--- config.mk ---
export PLATFORM = sky130hd
export DESIGN_NAME = iomem_uart_flat
export DESIGN_NICKNAME = d
export VERILOG_FILES = /design/src/rtl/iomem_uart_pkg.sv /design/src/rtl/iomem_uart_if.sv /design/src/rtl/iomem_uart_rx.sv /design/src/rtl/iomem_uart.sv /design/src/flat_wrapper.sv
export SDC_FILE = /design/constraint.sdc
export NUM_CORES = 1
export LEC_CHECK = 0
export ABC_AREA = 1
export CAP_MARGIN = 30
export CORE_ASPECT_RATIO = 1.25
export CORE_UTILIZATION = 61
export DETAILED_ROUTE_END_ITERATION = 12
export PLACE_DENSITY_LB_ADDON = 0.3
export RECOVER_POWER = 25
export SLEW_MARGIN = 20
export SYNTH_ARGS = -nofsm -noshare
export SYNTH_HDL_FRONTEND = slang
export SYNTH_SLANG_ARGS = --single-unit
--- constraint.sdc ---
create_clock -name clk -period 6 [get_ports clk]
set_input_delay 0.6 -clock clk [delete_from_list [all_inputs] [get_ports clk]]
set_output_delay 0.6 -clock clk [all_outputs]
set_load 0.01 [all_outputs]
--- src/rtl/iomem_uart_pkg.sv ---
// iomem_uart_pkg
// Shared definitions for the memory-mapped UART: register offsets (word
// index taken from addr[3:2]), STATUS bit positions, TX/RX state encodings
// and the minimum usable bit period.
package iomem_uart_pkg;

  localparam logic [1:0] REG_DATA   = 2'd0;
  localparam logic [1:0] REG_STATUS = 2'd1;
  localparam logic [1:0] REG_DIV    = 2'd2;
  localparam logic [1:0] REG_RSVD   = 2'd3;

  localparam int ST_TX_FULL   = 0;
  localparam int ST_TX_EMPTY  = 1;
  localparam int ST_TX_BUSY   = 2;
  localparam int ST_RX_VALID  = 3;
  localparam int ST_OVERRUN   = 4;
  localparam int ST_FRAME_ERR = 5;

  localparam logic [15:0] MIN_DIV = 16'd4;

  typedef enum logic [1:0] {TX_IDLE, TX_START, TX_DATA, TX_STOP} tx_state_t;
  typedef enum logic [1:0] {RX_IDLE, RX_START, RX_DATA, RX_STOP} rx_state_t;

  // Bit periods below MIN_DIV are kept in the register but clamped when used.
  function automatic logic [15:0] eff_div(input logic [15:0] d);
    return (d < MIN_DIV) ? MIN_DIV : d;
  endfunction

endpackage

--- src/rtl/iomem_uart_if.sv ---
// iomem_uart_if
// SoC iomem request/response bundle.
//   valid/addr/wdata/wstrb : driven by the initiator (master)
//   ready/rdata            : driven by the responder (slave)
interface iomem_uart_if;
  logic        valid;
  logic        ready;
  logic [31:0] addr;
  logic [31:0] wdata;
  logic [3:0]  wstrb;
  logic [31:0] rdata;

  modport master (output valid, addr, wdata, wstrb, input ready, rdata);
  modport slave  (input valid, addr, wdata, wstrb, output ready, rdata);
endinterface

--- src/rtl/iomem_uart_rx.sv ---
// iomem_uart_rx
// 8N1 receiver: two-flop synchroniser, falling-edge start detection,
// mid-bit sampling.
//   clk, rst   : system clock, synchronous active-high reset
//   rx         : asynchronous serial input
//   bit_len    : clocks per bit (already clamped by the caller)
//   byte_done  : one-cycle pulse, byte_data holds a good frame's byte
//   byte_data  : last received byte
//   frame_err  : one-cycle pulse when the stop bit samples low
module iomem_uart_rx
  import iomem_uart_pkg::*;
(
  input  logic        clk,
  input  logic        rst,
  input  logic        rx,
  input  logic [15:0] bit_len,
  output logic        byte_done,
  output logic [7:0]  byte_data,
  output logic        frame_err
);

  logic        sync1, sync2, sync_d;
  rx_state_t   state;
  logic [15:0] cnt;
  logic [2:0]  idx;
  logic [7:0]  sh;

  // Synchroniser; sync_d keeps the previous synchronised level for edge detect.
  always_ff @(posedge clk) begin
    if (rst) begin
      sync1  <= 1'b1;
      sync2  <= 1'b1;
      sync_d <= 1'b1;
    end else begin
      sync1  <= rx;
      sync2  <= sync1;
      sync_d <= sync2;
    end
  end

  // Receive FSM. The start bit is re-checked half a bit after the edge so
  // every later sample lands mid-bit; a high re-check is treated as a glitch.
  always_ff @(posedge clk) begin
    if (rst) begin
      state     <= RX_IDLE;
      cnt       <= '0;
      idx       <= '0;
      sh        <= '0;
      byte_done <= 1'b0;
      byte_data <= '0;
      frame_err <= 1'b0;
    end else begin
      byte_done <= 1'b0;
      frame_err <= 1'b0;
      case (state)
        RX_IDLE: begin
          if (sync_d && !sync2) begin
            cnt   <= (bit_len >> 1) - 16'd1;
            state <= RX_START;
          end
        end
        RX_START: begin
          if (cnt == '0) begin
            if (sync2) begin
              state <= RX_IDLE;
            end else begin
              cnt   <= bit_len - 16'd1;
              idx   <= '0;
              state <= RX_DATA;
            end
          end else begin
            cnt <= cnt - 16'd1;
          end
        end
        RX_DATA: begin
          if (cnt == '0) begin
            sh  <= {sync2, sh[7:1]};
            cnt <= bit_len - 16'd1;
            idx <= idx + 3'd1;
            if (idx == 3'd7) state <= RX_STOP;
          end else begin
            cnt <= cnt - 16'd1;
          end
        end
        RX_STOP: begin
          if (cnt == '0) begin
            if (sync2) begin
              byte_done <= 1'b1;
              byte_data <= sh;
            end else begin
              frame_err <= 1'b1;
            end
            state <= RX_IDLE;
          end else begin
            cnt <= cnt - 16'd1;
          end
        end
        default: state <= RX_IDLE;
      endcase
    end
  end

endmodule

--- src/rtl/iomem_uart.sv ---
// iomem_uart
// Memory-mapped 8N1 UART responder on the iomem bus.
//   clk, rst : system clock, synchronous active-high reset
//   bus      : iomem slave port (valid/addr/wdata/wstrb in, ready/rdata out)
//   uart_tx  : serial output, idle high
//   uart_rx  : asynchronous serial input
// Registers: DATA (0x0), STATUS (0x4), DIV (0x8), reserved (0xC).
module iomem_uart
  import iomem_uart_pkg::*;
#(
  parameter logic [31:0] BASE_ADDR   = 32'h0300_0000,
  parameter logic [15:0] DEFAULT_DIV = 16'd104
) (
  input  logic         clk,
  input  logic         rst,
  iomem_uart_if.slave  bus,
  output logic         uart_tx,
  input  logic         uart_rx
);

  logic        sel, is_write, data_push_req, ack, push, read_clear, stat_clr;
  logic [1:0]  reg_sel;
  logic [31:0] read_value;

  logic [7:0]  fifo [4];
  logic [1:0]  wr_ptr, rd_ptr;
  logic [2:0]  count;
  logic        tx_full, tx_empty, tx_pop;

  logic [15:0] div_reg, div_eff;

  tx_state_t   tx_state;
  logic [15:0] tx_cnt;
  logic [2:0]  tx_idx;
  logic [7:0]  tx_sh;

  logic        rx_done, rx_ferr;
  logic [7:0]  rx_data, rx_byte;
  logic        rx_valid, rx_overrun, rx_frame_err;

  logic        unused_bus;
  assign unused_bus = ^{bus.addr[1:0], bus.wdata[31:16], bus.wstrb[3:2]};

  assign tx_full  = (count == 3'd4);
  assign tx_empty = (count == 3'd0);
  assign div_eff  = eff_div(div_reg);

  // Request decode. A DATA push into a full FIFO is held off (no ack) until
  // a slot frees; ready is never acked twice in a row.
  always_comb begin
    sel           = bus.valid && (bus.addr[31:4] == BASE_ADDR[31:4]);
    reg_sel       = bus.addr[3:2];
    is_write      = |bus.wstrb;
    data_push_req = (reg_sel == REG_DATA) && bus.wstrb[0];
    ack           = sel && !bus.ready && !(data_push_req && tx_full);
    push          = ack && data_push_req;
    read_clear    = ack && !is_write && (reg_sel == REG_DATA);
    stat_clr      = ack && (reg_sel == REG_STATUS) && bus.wstrb[0];
    tx_pop        = !tx_empty && ((tx_state == TX_IDLE) ||
                                  (tx_state == TX_STOP && tx_cnt == '0));
  end

  // Read data mux.
  always_comb begin
    read_value = '0;
    case (reg_sel)
      REG_DATA:   read_value = rx_valid ? {24'h0, rx_byte} : 32'hFFFF_FFFF;
      REG_STATUS: begin
        read_value[ST_TX_FULL]   = tx_full;
        read_value[ST_TX_EMPTY]  = tx_empty;
        read_value[ST_TX_BUSY]   = (tx_state != TX_IDLE);
        read_value[ST_RX_VALID]  = rx_valid;
        read_value[ST_OVERRUN]   = rx_overrun;
        read_value[ST_FRAME_ERR] = rx_frame_err;
      end
      REG_DIV:    read_value = {16'h0, div_reg};
      default:    read_value = '0;
    endcase
  end

  // Registered response: ready and rdata for exactly one cycle per request.
  always_ff @(posedge clk) begin
    if (rst) begin
      bus.ready <= 1'b0;
      bus.rdata <= '0;
    end else begin
      bus.ready <= ack;
      bus.rdata <= (ack && !is_write) ? read_value : 32'h0;
    end
  end

  // DIV register, byte-strobed.
  always_ff @(posedge clk) begin
    if (rst) begin
      div_reg <= DEFAULT_DIV;
    end else if (ack && reg_sel == REG_DIV) begin
      if (bus.wstrb[0]) div_reg[7:0]  <= bus.wdata[7:0];
      if (bus.wstrb[1]) div_reg[15:8] <= bus.wdata[15:8];
    end
  end

  // RX flags. Clears come first so a set in the same cycle wins; a byte
  // arriving while the old one is being read out is not an overrun.
  always_ff @(posedge clk) begin
    if (rst) begin
      rx_byte      <= '0;
      rx_valid     <= 1'b0;
      rx_overrun   <= 1'b0;
      rx_frame_err <= 1'b0;
    end else begin
      if (stat_clr && bus.wdata[ST_OVERRUN])   rx_overrun   <= 1'b0;
      if (stat_clr && bus.wdata[ST_FRAME_ERR]) rx_frame_err <= 1'b0;
      if (rx_done) begin
        rx_byte  <= rx_data;
        rx_valid <= 1'b1;
        if (rx_valid && !read_clear) rx_overrun <= 1'b1;
      end else if (read_clear) begin
        rx_valid <= 1'b0;
      end
      if (rx_ferr) rx_frame_err <= 1'b1;
    end
  end

  // TX FIFO storage (no reset needed, validity is tracked by count).
  always_ff @(posedge clk) begin
    if (push) fifo[wr_ptr] <= bus.wdata[7:0];
  end

  // TX FIFO pointers and occupancy.
  always_ff @(posedge clk) begin
    if (rst) begin
      wr_ptr <= '0;
      rd_ptr <= '0;
      count  <= '0;
    end else begin
      if (push)   wr_ptr <= wr_ptr + 2'd1;
      if (tx_pop) rd_ptr <= rd_ptr + 2'd1;
      case ({push, tx_pop})
        2'b10:   count <= count + 3'd1;
        2'b01:   count <= count - 3'd1;
        default: count <= count;
      endcase
    end
  end

  // TX shifter. The period counter reloads from DIV at each bit boundary,
  // so a DIV change lands on the next bit. STOP chains straight into START
  // when another byte is waiting.
  always_ff @(posedge clk) begin
    if (rst) begin
      tx_state <= TX_IDLE;
      tx_cnt   <= '0;
      tx_idx   <= '0;
      tx_sh    <= '0;
      uart_tx  <= 1'b1;
    end else begin
      case (tx_state)
        TX_IDLE: begin
          uart_tx <= 1'b1;
          if (tx_pop) begin
            tx_sh    <= fifo[rd_ptr];
            tx_cnt   <= div_eff - 16'd1;
            uart_tx  <= 1'b0;
            tx_state <= TX_START;
          end
        end
        TX_START: begin
          if (tx_cnt == '0) begin
            tx_cnt   <= div_eff - 16'd1;
            uart_tx  <= tx_sh[0];
            tx_sh    <= {1'b0, tx_sh[7:1]};
            tx_idx   <= '0;
            tx_state <= TX_DATA;
          end else begin
            tx_cnt <= tx_cnt - 16'd1;
          end
        end
        TX_DATA: begin
          if (tx_cnt == '0) begin
            tx_cnt <= div_eff - 16'd1;
            if (tx_idx == 3'd7) begin
              uart_tx  <= 1'b1;
              tx_state <= TX_STOP;
            end else begin
              uart_tx <= tx_sh[0];
              tx_sh   <= {1'b0, tx_sh[7:1]};
              tx_idx  <= tx_idx + 3'd1;
            end
          end else begin
            tx_cnt <= tx_cnt - 16'd1;
          end
        end
        TX_STOP: begin
          if (tx_cnt == '0) begin
            if (tx_pop) begin
              tx_sh    <= fifo[rd_ptr];
              tx_cnt   <= div_eff - 16'd1;
              uart_tx  <= 1'b0;
              tx_state <= TX_START;
            end else begin
              uart_tx  <= 1'b1;
              tx_state <= TX_IDLE;
            end
          end else begin
            tx_cnt <= tx_cnt - 16'd1;
          end
        end
        default: tx_state <= TX_IDLE;
      endcase
    end
  end

  iomem_uart_rx u_rx (
    .clk       (clk),
    .rst       (rst),
    .rx        (uart_rx),
    .bit_len   (div_eff),
    .byte_done (rx_done),
    .byte_data (rx_data),
    .frame_err (rx_ferr)
  );

endmodule
--- src/flat_wrapper.sv ---
// flat-port wrapper written by rule: the top's interface ports become plain ports
module iomem_uart_flat import iomem_uart_pkg::*;
#(
  parameter logic [31:0] BASE_ADDR   = 32'h0300_0000,
  parameter logic [15:0] DEFAULT_DIV = 16'd104
)
  (clk, rst, uart_tx, uart_rx, bus_valid, bus_addr, bus_wdata, bus_wstrb, bus_ready, bus_rdata);
  iomem_uart_if bus_i ();
  input  logic clk;
  input  logic rst;
  output logic uart_tx;
  input  logic uart_rx;
  input wire logic [$bits(bus_i.valid)-1:0] bus_valid;
  input wire logic [$bits(bus_i.addr)-1:0] bus_addr;
  input wire logic [$bits(bus_i.wdata)-1:0] bus_wdata;
  input wire logic [$bits(bus_i.wstrb)-1:0] bus_wstrb;
  output wire logic [$bits(bus_i.ready)-1:0] bus_ready;
  output wire logic [$bits(bus_i.rdata)-1:0] bus_rdata;
  assign bus_i.valid = bus_valid;
  assign bus_i.addr = bus_addr;
  assign bus_i.wdata = bus_wdata;
  assign bus_i.wstrb = bus_wstrb;
  assign bus_ready = bus_i.ready;
  assign bus_rdata = bus_i.rdata;
  iomem_uart #(.BASE_ADDR(BASE_ADDR), .DEFAULT_DIV(DEFAULT_DIV)) u_core (.clk(clk), .rst(rst), .bus(bus_i), .uart_tx(uart_tx), .uart_rx(uart_rx));
endmodule
==> flow_summary.ini, run 1 <==
[floorplanning]
die_h_um = 136
core_mm2 = 0.0139
io-pin-count = 106
die-area_mm2 = 0.0148
die_w_um = 109
rows = 48
initial_core_util = 0.628

[sta]
rsz0062_at_grt = false
setup_violations = 0
slew_headroom = 0.445
fin_skew_ns = 0.00994
worst_pin_slew_ns = 0.827
finalHoldViolations = 0
fin_crit_sh = 0.541
fmax_mhz = 308
finalSetupTns_ns = 0
min_period_ns = 3.25
drv_slew = 0

[layout]
top_register = u_core.fifo
stdcell_area_mm2 = 0.0101
nFillCells = 1106
syn2layout_area_growth_pct = 15.6
diodes = 0
fin_nets = 1352
reg_top3 = u_core.fifo: 32 flops, u_core.bus.rdata: 17 flops
seq_area_mm2 = 0.00348
layout_common_cells = nand2_1 (218), inv_1 (141), dfxtp_1 (126), a21oi_1 (120), o21ai_0 (114)
multiInputGateArea_mm2 = 0.00433
drive_above_1_share = 0.0600
largest_register_ffs = 32
final_common_cell = nand2_1

[power]
clkPwrFrac = 0.256
power.switching_w = 0.00173
leakagePower_nw = 4.26
pwr-share-seq = 0.318
power.internal_w = 0.00232
irDropWorstVdd_v = 0.000328
switching_share = 0.428
pwr-share-comb = 0.426
power.density_mw_per_mm2 = 402

[clock_tree]
clock-sinks = 158
clk_pin_slew_ns = 0.06
clk_latency_ns = 0.43
cts-buffers-inserted = 17
postCtsHoldBufs = 0
cts_resized = 0
post-cts-setup-buffer-count = 0
cts_buffer_depth = 2
htreeDepth = 4
cts_root_buf = clkbuf_16
tritoncts = yes

[global_routing]
antenna_found_initial = 0
grt_pass1_vias = 7675
grt_pass1_wl_mm = 35.7
grt_max_degree = 45
grt_usage = 0.311
overflow = 0

[place]
hpwl_mm = 15.8
routabilityCongestion = 0.957
port-buffer-count = 87
placed_area_mm2 = 0.00953

[routing]
drt_first_pass_iters = 6
drt_iter0_drc = 715
via_per_inst = 5.68
avgRoutedWirePerCell_um = 15.4
antenna_left = 0
remaining_drc_errors = 0
routed-via-count = 8189
wirelength_mm = 22.3

[critical_path]
startpoint = u_core.tx_state[0]
cp_data_required_time_ns = 6.31
worst_path_max_delay_cell = ha_1
path_delay_family = adder cells
regToRegStartpoint = u_core.tx_state[0]
cp-end-kind = register
crit_fanout = 15
crit_path_cell_trace = ha_1 -> nand4_1 -> a21oi_2 -> buf_4 -> ha_1 -> inv_1 -> fa_1 -> a21oi_1 -> o21ai_0 -> o21ai_0 -> a21oi_1
critPathBufInv = 2
arrival_ns = 3.56
cp-start-kind = register
max_stage_delay_ns = 0.59
path_class = register to register

[hold_path]
hp-class = register to register
hp-start = u_core.u_rx.sync1

[yosys]
async_reset_ff_frac = 0
synth_area_per_cell_um2 = 7.26
synth-edff-count = 32
ys_seq_elements = 158
synth_flop_cell = dfxtp_1
synth_nets = 1298
syn_area_mm2 = 0.00871
ys_warn_count = 0
seq_area_frac_synth = 0.400
synth_cell_types = 48
synth_cells = 1200

[flow_run]
cap_violations = 0

[outcome]
status = complete, no violations
==> cells in the mapped netlist, types with 11 or more instances <==
| cell | n | area, µm² |
|---|---|---|
| o21ai_0 | 114 | 571 |
| dfxtp_1 | 126 | 2520 |
| ha_1 | 25 | 313 |
| inv_1 | 141 | 529 |
| clkbuf_1 | 25 | 93.8 |
| buf_4 | 15 | 113 |
| nand2_1 | 218 | 818 |
| o21ai_1 | 18 | 90.1 |
| nand4_1 | 23 | 144 |
| a21oi_1 | 120 | 601 |
| nor2_1 | 106 | 398 |
| edfxtp_1 | 32 | 961 |
| nand3_1 | 86 | 430 |
| xor2_1 | 24 | 210 |
| inv_2 | 11 | 41.3 |
| nor3_1 | 14 | 70.1 |
==> cells by family (layout without fill, tap and decap cells) <==
kind of cell	Yosys count	after routing	share of synthesized area
simple gates	484	484	0.251
flops	158	158	0.400
xor+xnor	27	27	0.0271
fa+ha+maj	26	26	0.0382
buf+inv	212	279	0.102
compound gates	293	293	0.181
==> routing by layer <==
layer  global-route usage  part of all wire  up-vias
met5                    0                 0        -
met4                0.130             0.030        0
met3               0.0515             0.061       50
met2                0.549              0.50      313
met1                0.369              0.41     3739
li1                     -                 -     4087
==> power by group through the flow <==
stage               clock [W]  combinational [W]  sequential [W]
floorplan                   0            0.00137         0.00128
global placement            0            0.00166         0.00130
detailed placement          0            0.00170         0.00131
CTS                   0.00104            0.00172         0.00129
global route          0.00109            0.00192         0.00130
finish                0.00104            0.00173         0.00129
==> worst paths after layout <==
path	to	slack, ns	cells after the start
min reg2reg	u_core.u_rx.sync2	0.41	1
max	u_core.count[2]	2.75	11
max reg2reg	u_core.count[2]	2.75	11
min	u_core.u_rx.sync2	0.41	1
==> metrics by stage <==
stage                     setup WS [ns]  hold WS (ns)  std cells  utilization  power [W]
after floorplan                    3.34         0.389       1200            -    0.00266
after global placement             2.64         0.395       1410        0.687    0.00296
after detailed placement           2.57         0.395       1410        0.687    0.00300
after CTS                          2.80         0.411       1442        0.727    0.00405
after global routing               2.52         0.418       1442        0.726    0.00431
final                              2.75         0.410       1442        0.726    0.00405
==> layout make-up <==
cell class,count,area share
Multi-Input combinational cell,830,0.429
Clock buffer,18,0.0426
Clock inverter,14,0.0133
Sequential cell,158,0.346
Tap cell,175,0.0217
Timing Repair Buffer,90,0.0887
Inverter,157,0.0585
No activity file was read; power rests on OpenSTA's default activity.
==> run 2: changes to the inputs <==
--- a/config.mk
+++ b/config.mk
@@ -8,7 +8,7 @@
 export ABC_AREA = 1
 export CAP_MARGIN = 30
 export CORE_ASPECT_RATIO = 1.25
-export CORE_UTILIZATION = 61
+export CORE_UTILIZATION = 51
 export DETAILED_ROUTE_END_ITERATION = 12
 export PLACE_DENSITY_LB_ADDON = 0.3
 export RECOVER_POWER = 25
==> constraint.sdc (replaced) <==
create_clock -name clk -period 2.9 [get_ports clk]
set_input_delay 0.29 -clock clk [delete_from_list [all_inputs] [get_ports clk]]
set_output_delay 0.29 -clock clk [all_outputs]
set_load 0.01 [all_outputs]
==> run 2 against run 1 <==
  * Worst setup slack got worse by 2.5 ns
  * Power rose by 110%
  * Routed wire length rose by 0.58%
  * Clock skew fell by 0.0038 ns
  * Non-clock buffer count rose by 34
  * Hold slack improved by 0.0044 ns
  * Via count fell by 0.49%
  * Cell count rose by 5.5%
  * Clock power rose by 110%
  * Global-route usage fell by 4.8 points
==> flow_summary.ini, run 2 (synthesis results as in run 1) <==
[power]
power.internal_w = 0.00496
pwr-share-seq = 0.312
irDropWorstVdd_v = 0.000525
pwr-share-comb = 0.430
switching_share = 0.419
power.density_mw_per_mm2 = 817
clkPwrFrac = 0.258
power.switching_w = 0.00357
leakagePower_nw = 4.43

[sta]
min_period_ns = 2.66
fin_crit_sh = 0.918
worst_pin_slew_ns = 1.23
setup_violations = 0
fin_skew_ns = 0.00610
rsz0062_at_grt = true
fmax_mhz = 376
finalHoldViolations = 0
drv_slew = 0
slew_headroom = 0.177

[layout]
utilization = 0.622
syn2layout_area_growth_pct = 19.8
drive_above_1_share = 0.0915
top_register = u_core.fifo
seq_area_mm2 = 0.00348
stdcell_area_mm2 = 0.0104
largest_register_ffs = 32
fin_nets = 1386
fin_cells = 1522
reg_top3 = u_core.fifo: 32 flops, u_core.bus.rdata: 17 flops
layout_common_cells = nand2_1 (218), inv_1 (141), dfxtp_1 (126), a21oi_1 (120), o21ai_0 (114)
final_common_cell = nand2_1
nFillCells = 1477
multiInputGateArea_mm2 = 0.00435

[floorplanning]
core_mm2 = 0.0168
die_w_um = 119
rows = 53
die_h_um = 148
initial_core_util = 0.519
io-pin-count = 106
die-area_mm2 = 0.0176

[critical_path]
cp-start-kind = register
crit_path_cell_trace = inv_2 -> nand2_1 -> nor2_2 -> nand2_4 -> inv_2 -> nor2_1 -> inv_1 -> ha_1 -> nand2_1 -> nor2_2 -> nand2_1 -> clkinv_1 -> nand3_1 -> nand2_1 -> nand2_1 -> nand2_1 -> o21ai_1 -> nand2_1 -> a21oi_1
arrival_ns = 3.03
crit_path_frequent_cell = nand2_1
cp_data_required_time_ns = 3.27
crit_fanout = 8
max_stage_delay_ns = 0.40
worst_path_max_delay_cell = dfxtp_1
path_class = register to register
cp-end-kind = register

[clock_tree]
cts-buffers-inserted = 17
clk_pin_slew_ns = 0.07
cts_root_buf = clkbuf_16
htreeDepth = 4
tritoncts = yes
cts_resized = 0
clk_latency_ns = 0.43
cts_buffer_depth = 2
post-cts-setup-buffer-count = 0
clock-sinks = 158
postCtsHoldBufs = 0

[routing]
antenna_left = 0
met1_length_mm = 9.52
routed-via-count = 8149
remaining_drc_errors = 0
via_per_inst = 5.35
drt_iter0_drc = 536
avgRoutedWirePerCell_um = 14.7
wirelength_mm = 22.4
routed.top_layer = met4
route.met2.wl_mm = 11.0
drt_first_pass_iters = 6
wl_met3_um = 960

[place]
placed_area_mm2 = 0.00984
placedCellCount = 1489
port-buffer-count = 87
routabilityCongestion = 0.944
hpwl_mm = 16.4

[global_routing]
grt_pass1_wl_mm = 36.7
grt_max_degree = 44
grt_usage = 0.263
overflow = 0
antenna_found_initial = 1
grt_pass1_vias = 7703

[flow_run]
cap_violations = 0

[outcome]
status = complete, no violations

[hold_path]
hp-class = register to register
[run 2: cell type report]
class | count | area share
multi-input cells | 830 | 0.417
flip-flops and latches | 158 | 0.334
repair buffers | 124 | 0.110
inverters | 157 | 0.0565
clock buffers | 19 | 0.0445
well taps | 220 | 0.0264
clock inverters | 13 | 0.0119
diodes | 1 | 0.000240
[run 2: stage by stage]
step                      hold slack (ns)  total power (W)  setup TNS, ns  setup WS (ns)
after detailed placement            0.399          0.00629              0         0.0821
after global placement              0.394          0.00624              0          0.131
after global routing                0.410          0.00915        -0.0146       -0.00870
after floorplan                     0.389          0.00550              0          0.488
after CTS                           0.408          0.00853              0          0.216
final                               0.414          0.00853              0          0.239
[run 2: final timing paths]
kind	slack [ns]	start	cells past startpoint	endpoint
setup / recovery	0.24	u_core.div_reg[3]	19	u_core.u_rx.cnt[15]
hold / removal	0.41	u_core.u_rx.sync1	1	u_core.u_rx.sync2
setup reg to reg	0.24	u_core.div_reg[3]	19	u_core.u_rx.cnt[15]
hold reg to reg	0.41	u_core.u_rx.sync1	1	u_core.u_rx.sync2
[run 2: worst max-delay path: cells and delay by family (launching register included)]
kind,cells,cell delay [ns]
AO/OA/AOI/OAI,2,0.22
adder cells (fa/ha/maj),1,0.24
buffers and inverters,4,0.42
flip-flops,1,0.40
AND/OR/NAND/NOR,12,1.31
[run 2: layer usage]
| layer | track usage | vias to the layer above |
|---|---|---|
| met5 | 0 | - |
| met4 | 0.134 | 0 |
| met3 | 0.0456 | 55 |
| met2 | 0.457 | 244 |
| met1 | 0.312 | 3689 |
| li1 | - | 4161 |
[run 2: power by group through the flow]
stage / Combinational [W] / Sequential (W) / Clock (W)
global placement: 0.00355 / 0.00269 / 0
CTS: 0.00364 / 0.00265 / 0.00224
detailed placement: 0.00360 / 0.00270 / 0
finish: 0.00366 / 0.00266 / 0.00220
floorplan: 0.00284 / 0.00266 / 0
global route: 0.00412 / 0.00268 / 0.00235
==> run 3: changes to the inputs <==
--- a/config.mk
+++ b/config.mk
@@ -10,6 +10,7 @@
 export CORE_ASPECT_RATIO = 1.25
 export CORE_UTILIZATION = 51
 export DETAILED_ROUTE_END_ITERATION = 12
+export HOLD_SLACK_MARGIN = 0.12
 export PLACE_DENSITY_LB_ADDON = 0.3
 export RECOVER_POWER = 25
 export SLEW_MARGIN = 20
==> results of run 3 <==
No change in the layout: final DEF, timing and power equal those of run 2.
